**config.mk**
```make
export PLATFORM = sky130hd
export DESIGN_NAME = noc_input_port_ctrl
export DESIGN_NICKNAME = d
export VERILOG_FILES = /design/src/rtl/noc_pkg.sv /design/src/rtl/noc_flit_fifo.sv /design/src/rtl/noc_input_port_ctrl.sv
export SDC_FILE = /design/constraint.sdc
export NUM_CORES = 1
export LEC_CHECK = 0
export BUFFER_PORTS_ARGS = -buffer_cell sky130_fd_sc_hd__buf_2
export CORE_UTILIZATION = 35
export CTS_BUF_LIST = sky130_fd_sc_hd__clkbuf_16
export CTS_CLUSTER_DIAMETER = 200
export DETAILED_ROUTE_END_ITERATION = 6
export PLACE_DENSITY = 0.62
export SETUP_SLACK_MARGIN = 0.1
export SYNTH_ARGS = -nofsm -noshare
export SYNTH_HDL_FRONTEND = slang
export SYNTH_SLANG_ARGS = --single-unit
```
**constraint.sdc**
```tcl
create_clock -name clk -period 2.6 [get_ports clk]
set_input_delay 0.26 -clock clk [delete_from_list [all_inputs] [get_ports clk]]
set_output_delay 0.26 -clock clk [all_outputs]
set_load 0.05 [all_outputs]
```
**src/rtl/noc_pkg.sv**
```systemverilog
// Shared NoC definitions: flit type codes, output port codes, input port FSM
// states and the XY dimension-order routing function.
package noc_pkg;

  localparam logic [1:0] FLIT_BODY   = 2'b00;
  localparam logic [1:0] FLIT_HEAD   = 2'b01;
  localparam logic [1:0] FLIT_TAIL   = 2'b10;
  localparam logic [1:0] FLIT_SINGLE = 2'b11;

  localparam logic [2:0] PORT_LOCAL = 3'd0;
  localparam logic [2:0] PORT_NORTH = 3'd1;
  localparam logic [2:0] PORT_EAST  = 3'd2;
  localparam logic [2:0] PORT_SOUTH = 3'd3;
  localparam logic [2:0] PORT_WEST  = 3'd4;

  typedef enum logic [2:0] {
    ST_IDLE     = 3'd0,
    ST_REQ      = 3'd1,
    ST_WAIT_RES = 3'd2,
    ST_FWD      = 3'd3,
    ST_RELIEVE  = 3'd4
  } port_state_t;

  function automatic logic opens_packet(input logic [1:0] flit_type);
    return (flit_type == FLIT_HEAD) || (flit_type == FLIT_SINGLE);
  endfunction

  function automatic logic closes_packet(input logic [1:0] flit_type);
    return (flit_type == FLIT_TAIL) || (flit_type == FLIT_SINGLE);
  endfunction

  // X is resolved completely before Y, which keeps the mesh deadlock-free.
  function automatic logic [2:0] xy_route(input int dest_x, input int dest_y,
                                          input int cur_x, input int cur_y);
    logic [2:0] port;
    if (dest_x > cur_x)      port = PORT_EAST;
    else if (dest_x < cur_x) port = PORT_WEST;
    else if (dest_y > cur_y) port = PORT_SOUTH;
    else if (dest_y < cur_y) port = PORT_NORTH;
    else                     port = PORT_LOCAL;
    return port;
  endfunction

endpackage

```
**src/rtl/noc_flit_fifo.sv**
```systemverilog
// Synchronous flit buffer with registered occupancy count; the head entry is
// presented combinationally on rd_data.
module noc_flit_fifo #(
  parameter int DATA_WIDTH = 16,
  parameter int FIFO_DEPTH = 4
) (
  input  logic                          clk,
  input  logic                          rst,
  input  logic [DATA_WIDTH-1:0]         wr_data,
  input  logic                          wr_en,
  input  logic                          rd_en,
  output logic [DATA_WIDTH-1:0]         rd_data,
  output logic                          full,
  output logic                          empty,
  output logic [$clog2(FIFO_DEPTH):0]   count
);

  localparam int PTR_W = $clog2(FIFO_DEPTH);
  localparam int CNT_W = PTR_W + 1;

  logic [DATA_WIDTH-1:0] mem [FIFO_DEPTH];
  logic [PTR_W-1:0]      wr_ptr;
  logic [PTR_W-1:0]      rd_ptr;
  logic                  do_wr;
  logic                  do_rd;

  assign do_wr = wr_en && !full;
  assign do_rd = rd_en && !empty;

  // Power-of-two depth lets the pointers wrap by plain overflow.
  always_ff @(posedge clk) begin
    if (rst) begin
      wr_ptr <= '0;
      rd_ptr <= '0;
      count  <= '0;
    end else begin
      if (do_wr) wr_ptr <= wr_ptr + 1'b1;
      if (do_rd) rd_ptr <= rd_ptr + 1'b1;
      if (do_wr && !do_rd)      count <= count + 1'b1;
      else if (!do_wr && do_rd) count <= count - 1'b1;
    end
  end

  always_ff @(posedge clk) begin
    if (do_wr) mem[wr_ptr] <= wr_data;
  end

  assign rd_data = mem[rd_ptr];
  assign full    = (count == CNT_W'(FIFO_DEPTH));
  assign empty   = (count == '0);

endmodule

```
**src/rtl/noc_input_port_ctrl.sv**
```systemverilog
// Router input port: buffers flits, computes the XY route of each head flit,
// reserves a crossbar path, forwards the packet and relieves the path.
module noc_input_port_ctrl
  import noc_pkg::*;
#(
  parameter int N             = 4,
  parameter int DATA_WIDTH    = 16,
  parameter int REQUEST_WIDTH = 3,
  parameter int FIFO_DEPTH    = 4,
  parameter int X_POS         = 0,
  parameter int Y_POS         = 0
) (
  input  logic                     clk,
  input  logic                     rst,
  input  logic [DATA_WIDTH-1:0]    in_data,
  input  logic                     in_valid,
  output logic                     in_ready,
  output logic                     route_req_valid,
  output logic [REQUEST_WIDTH-1:0] route_req,
  input  logic                     route_status,
  input  logic                     port_reserved,
  output logic                     route_relieve,
  output logic [DATA_WIDTH-1:0]    out_data,
  output logic                     out_valid,
  input  logic                     out_ready
);

  localparam int CW = $clog2(N);

  logic [DATA_WIDTH-1:0]      head_flit;
  logic                       fifo_full;
  logic                       fifo_empty;
  logic [$clog2(FIFO_DEPTH):0] fifo_count;
  logic                       fifo_wr;
  logic                       fifo_rd;

  logic [1:0]                 head_type;
  logic [CW-1:0]              dest_x;
  logic [CW-1:0]              dest_y;
  logic [REQUEST_WIDTH-1:0]   head_route;

  port_state_t                state;
  port_state_t                state_next;
  logic [REQUEST_WIDTH-1:0]   req_q;
  logic [REQUEST_WIDTH-1:0]   req_next;
  logic                       fwd_has_flit;

  assign in_ready = !rst && !fifo_full;
  assign fifo_wr  = in_valid && in_ready;

  noc_flit_fifo #(
    .DATA_WIDTH (DATA_WIDTH),
    .FIFO_DEPTH (FIFO_DEPTH)
  ) u_fifo (
    .clk     (clk),
    .rst     (rst),
    .wr_data (in_data),
    .wr_en   (fifo_wr),
    .rd_en   (fifo_rd),
    .rd_data (head_flit),
    .full    (fifo_full),
    .empty   (fifo_empty),
    .count   (fifo_count)
  );

  assign head_type  = head_flit[DATA_WIDTH-1 -: 2];
  assign dest_x     = head_flit[2*CW-1 -: CW];
  assign dest_y     = head_flit[CW-1:0];
  assign head_route = REQUEST_WIDTH'(xy_route(int'(dest_x), int'(dest_y), X_POS, Y_POS));

  // route_req is only reloaded in IDLE, so it stays put through RELIEVE.
  always_ff @(posedge clk) begin
    if (rst) begin
      state <= ST_IDLE;
      req_q <= '0;
    end else begin
      state <= state_next;
      req_q <= req_next;
    end
  end

  assign fwd_has_flit = (fifo_count != '0);

  always_comb begin
    state_next      = state;
    req_next        = req_q;
    fifo_rd         = 1'b0;
    route_req_valid = 1'b0;
    route_relieve   = 1'b0;
    out_valid       = 1'b0;
    case (state)
      ST_IDLE: begin
        if (!fifo_empty) begin
          if (opens_packet(head_type)) begin
            req_next   = head_route;
            state_next = ST_REQ;
          end else begin
            fifo_rd = 1'b1;
          end
        end
      end
      ST_REQ: begin
        route_req_valid = 1'b1;
        if (route_status) state_next = ST_WAIT_RES;
      end
      ST_WAIT_RES: begin
        if (port_reserved) state_next = ST_FWD;
      end
      ST_FWD: begin
        out_valid = fwd_has_flit;
        if (fwd_has_flit && out_ready) begin
          fifo_rd = 1'b1;
          if (closes_packet(head_type)) state_next = ST_RELIEVE;
        end
      end
      ST_RELIEVE: begin
        route_relieve = 1'b1;
        state_next    = ST_IDLE;
      end
      default: state_next = ST_IDLE;
    endcase
  end

  assign route_req = req_q;
  assign out_data  = (state == ST_FWD && !fifo_empty) ? head_flit : '0;

endmodule
```
* After elaboration in Yosys (flattened, before gate mapping)
Memory sizes are Yosys's and may differ from the RTL's. A register that Yosys moved wholly into a read port is not among the register bits. Cells that the tools add are included. W data, S select, Z words.
Cells by class: $add $sub $neg 4, magnitude comparators 2, equality and inequality tests 14, muxes and demuxes 23, bitwise operators 1, reduce and logical (&&, ||, !) cells 21
Operator list (number):
- $mux W3 | 8
- $mux W16 | 1
- $ne A2 B2 Y1 const B | 6
- $pmux W3 S4 | 1
- $logic_and A1 B1 Y1 | 8
- $mux W1 | 8
- $mux W2 | 4
- $eq A3 B2 Y1 const B | 2
- $eq A3 B3 Y1 const B | 2
- $logic_not A3 Y1 | 2
- $reduce_and A6 Y1 | 1
- $logic_not A1 Y1 | 5
- $add A2 B1 Y2 const B | 2
- $eq A2 B2 Y1 const B | 2
- $gt A2 B1 Y1 const B | 2
- $add A3 B1 Y3 const B | 1
- $eq A3 B1 Y1 const B | 1
- $reduce_and A3 Y1 | 1
- $reduce_bool A3 Y1 | 1
- $sub A3 B1 Y3 const B | 1
- $eq A2 B1 Y1 const B | 1
- $logic_or A1 B1 Y1 | 2
- $pmux W1 S2 | 1
- $reduce_bool A2 Y1 | 1
- $not A1 Y1 | 1
Word-level totals: bits in registers 13, RAM bits 64, input bits 22, logic and storage cells 71, memories kept 1
Memory list:
- u_fifo.mem | depth 4, bits a word 16, read ports 1, clocked after Yosys merged registers in 1, wr ports 1, RTL line noc_flit_fifo.sv:21 | logic [DATA_WIDTH-1:0] mem [FIFO_DEPTH];

* Depth between registers and ports, before layout
depth in word-level cells 9, depth in mapped cells 10

* Modules after synthesis
Synthesis repeated with hierarchy kept, for this count alone.
Unflattened totals: cells, all modules 190, area total of the unflattened synthesis 3309.4 µm²
By module, submodules not included:
- noc_flit_fifo | times used 1, cells each 132, area each 2805.2 µm², sequential area each 2102.0 µm²
- noc_input_port_ctrl | times used 1, cells each 58, area each 504.2 µm², sequential area each 100.1 µm²

* Least setup slack after synthesis
Ideal clock, no wire load.
path kind register -> register, start point reg (tool-made name), end point reg u_fifo.count[2], arrival 2.290 ns, path slack 0.239 ns, stages on the path, launching flop included 11, clock period less this slack 2.361 ns, cells stage by stage dfxtp_1 buf_6 mux4_2 o31ai_1 nand2_1 ha_1 inv_1 fa_1 xor2_1 or3_1 a21oi_1
RTL lines:
- to (signal assigned) | RTL line noc_flit_fifo.sv:39 | if (do_wr && !do_rd) count <= count + 1'b1;
- to (signal assigned) | RTL line noc_flit_fifo.sv:40 | else if (!do_wr && do_rd) count <= count - 1'b1;
- to (decl) | RTL line noc_flit_fifo.sv:15 | output logic [$clog2(FIFO_DEPTH):0] count

==> summary.md <==
| Metric | Value |
|---|---|
| Status | finished clean |
| Initial core utilization | 0.364 |
| DRT antenna net count | 0 |
| NumNets Final | 269 |
| Synth area leaders | edfxtp_1, mux4_2, dfxtp_1 |
| Mapped Nets | 215 |
| Num CTS Buffers | 9 |
| Final hold vios | 0 |
| Number of port buffers | 43 |
| Post-synth EDFFs | 64 |
| Final worst-path setup slack | 0.239 ns |
| Clock Latency Late Sink | 0.33 ns |
| # IOs | 45 |
| Worst r2r path cells | 9 |
| First drt pass iteration count | 4 |
| Worst setup path class | reg2reg |
| Overflow after GRT | 0 |
| Share of the yosys chip area belonging to registers | 0.690 |
| Max Cap Viol | 0 |
| Post-synth cell types | 37 |
| Row Count | 34 |
| Number of global-route vias before repair | 1715 |
| Maximum fanout along the worst path | 5 |
| Slew Limit Fails | 0 |
| Via density | 4.87 |
| Maximum vdd drop | 0.282 mV |
| # diodes | 0 |
| Number of setup buffers added after CTS | 0 |
| Max Clock Skew | 0.00501 ns |
| Layout cell share with drive strength beyond 1 | 0.362 |
| Startpoint Class | flip-flop |
| Final setup fails | 0 |
| Reg-to-reg setup timing slack | 0.24 ns |
| First-pass GRT wire length | 8.75 mm |
| Avg Cell Area, Syn | 17.1 µm² |
| CP required | 2.86 ns |
| CTS tree | built |
| Die X | 97.5 µm |
| Routed wire length | 5.34 mm |
| Root Buffer Master | clkbuf_16 |
| R2r endpoint | u_fifo.count[2] |
| All-Layer GR Usage | 0.121 |
| Setup crit end kind | flip-flop |
| Worst hold path class | in2reg |
| Synth area leader | edfxtp_1 |
| Setup TNS | 0 ns |
| Total die area | 0.00950 mm² |
| First DRT Iteration DRCs | 39 |
| Via count | 1725 |
| Sink Count | 78 |
| Gpl congestion | 0.723 |
| Initial antenna violation count | 0 |
| Mapped Cells | 187 |
| HPWL after detailed placement | 3.70 mm |
| Clock-pin slew on the worst setup and hold paths | 0.06 ns |
| Crit path time final | 2.36 ns |
| Largest net degree at the start of global routing | 16 |
| Post-route DRC | 0 |
| # hold bufs at CTS | 0 |
| Worst setup path end | u_fifo.count[2] |
| Tcrit/Tclk final | 0.908 |
| Htree depth | 3 |
| Leak | 0.00143 µW |
| Arr. time, crit path | 2.62 ns |
| PwrDens | 937 mW/mm² |
| Pre-CTS setup slack | 0.161 ns |
| Die Height | 97.5 µm |
| WL/cell | 15.1 µm |
| Synth top cells by count | edfxtp_1, nor2b_1, dfxtp_1, mux4_2, nor2_1 |
| RSZ-0062 raised after global routing | false |
| Area Growth Syn to Fin | 21.9% |
| #FFs+latches synth | 78 |
| Ys Warns | 0 |
| Maximum clock rate | 0.423 GHz |
| Most common cell in the synthesized netlist | edfxtp_1 |
| CORE AREA | 0.00876 mm² |
| CTS Buffer Depth | 2 |
| Top FF cell, synth | edfxtp_1 |
| Synth top area share | 0.603 |
| Mapped cell area | 0.00319 mm² |
| Fraction of registers with async set/reset | 0 |
==> cells in the final DEF, fill, tap and decap left out, types with 6 or more instances in the layout <==
| cell type | netlist | layout |
|---|---|---|
| mux4_2 | 14 | 14 |
| dfxtp_1 | 14 | 14 |
| nor2b_1 | 17 | 16 |
| edfxtp_1 | 64 | 64 |
| buf_2 | 1 | 41 |
| a21oi_1 | 6 | 6 |
| nor2_1 | 8 | 8 |
| buf_4 | 1 | 9 |
| inv_1 | 7 | 7 |
| clkbuf_16 | 0 | 9 |
==> power by group <==
group	switching, µW	internal [µW]	leakage [µW]
combinational	441	409	0.000581
sequential	84.2	1470	0.000695
clock	484	754	0.000151
total	1010	2630	0.00143
==> layer usage <==
metal,share of wire,up-vias,routed length (µm),global-route usage
met5,0,-,0,0
li1,-,823,-,-
met1,0.43,852,2310,0.156
met2,0.50,37,2680,0.192
met4,0.024,0,128,0.0645
met3,0.041,13,218,0.0273
==> worst min-delay path by stage <==
stage          slack [ns]                 to         start  depth (start not counted)
5_1_grt              0.14   u_fifo.mem[1][7]    in_data[7]                          1
2_1_floorplan        0.33           state[0]           rst                          1
4_1_cts              0.13   u_fifo.mem[3][7]    in_data[7]                          1
3_5_place_dp         0.46       route_req[0]  route_req[0]                          2
3_3_place_gp         0.45       route_req[0]  route_req[0]                          2
6_report             0.14  u_fifo.mem[1][11]   in_data[11]                          1
==> worst max-delay path, stage by stage, from the launching register on <==
cell and delay [ns]:
dfxtp_1 0.35, mux4_2 0.57, o31ai_2 0.28, nand2_1 0.10, ha_1 0.22, inv_1 0.07, fa_1 0.18, xor2_1 0.08
or3_1 0.31, a21oi_1 0.14
==> per-stage QoR <==
step | hold WS, ns | power, µW | instance area [µm²] | cells | util
after detailed placement | 0.456 | 2410 | 3560 | 338 | 0.406
after global placement | 0.450 | 2400 | 3560 | 338 | 0.406
after global routing | 0.137 | 3810 | 3890 | 354 | 0.444
after floorplan | 0.331 | 2240 | 3190 | 187 | -
after CTS | 0.128 | 3670 | 3870 | 354 | 0.442
final | 0.137 | 3640 | 3890 | 354 | 0.444
==> flip-flops by register name, summed over array words and instances (netlist names), named ones only <==
name / cells
u_fifo.mem: 64
route_req: 2
u_fifo.count: 3
u_fifo.wr_ptr: 2
u_fifo.rd_ptr: 2
state: 3
==> cell type report <==
class	instances	area, µm²
Clock buffer	9	225
Clock inverter	7	78.8
Fill cell	782	4880
Inverter	7	26.3
Multi-Input combinational cell	93	932
Sequential cell	78	2200
Tap cell	108	135
Timing Repair Buffer	52	288
==> logic make-up (layout without fill, tap and decap cells) <==
family          Yosys count  after routing  share of synthesized area
simple gates             49             49                     0.0906
flops                    78             78                      0.690
buf+inv                  16             75                     0.0228
fa+ha+maj                 6              6                     0.0259
xor+xnor                  3              3                    0.00824
compound gates           15             15                     0.0310
mux                      19             19                      0.130
other cells               1              1                    0.00118
==> what timing repair did <==
action                                  in CTS  in global routing
gates resized for setup                      2                  4
hold endpoints to repair                     0                  0
endpoints found under the setup margin       4                  5
Note: power is estimated with default switching activity, not from simulation.
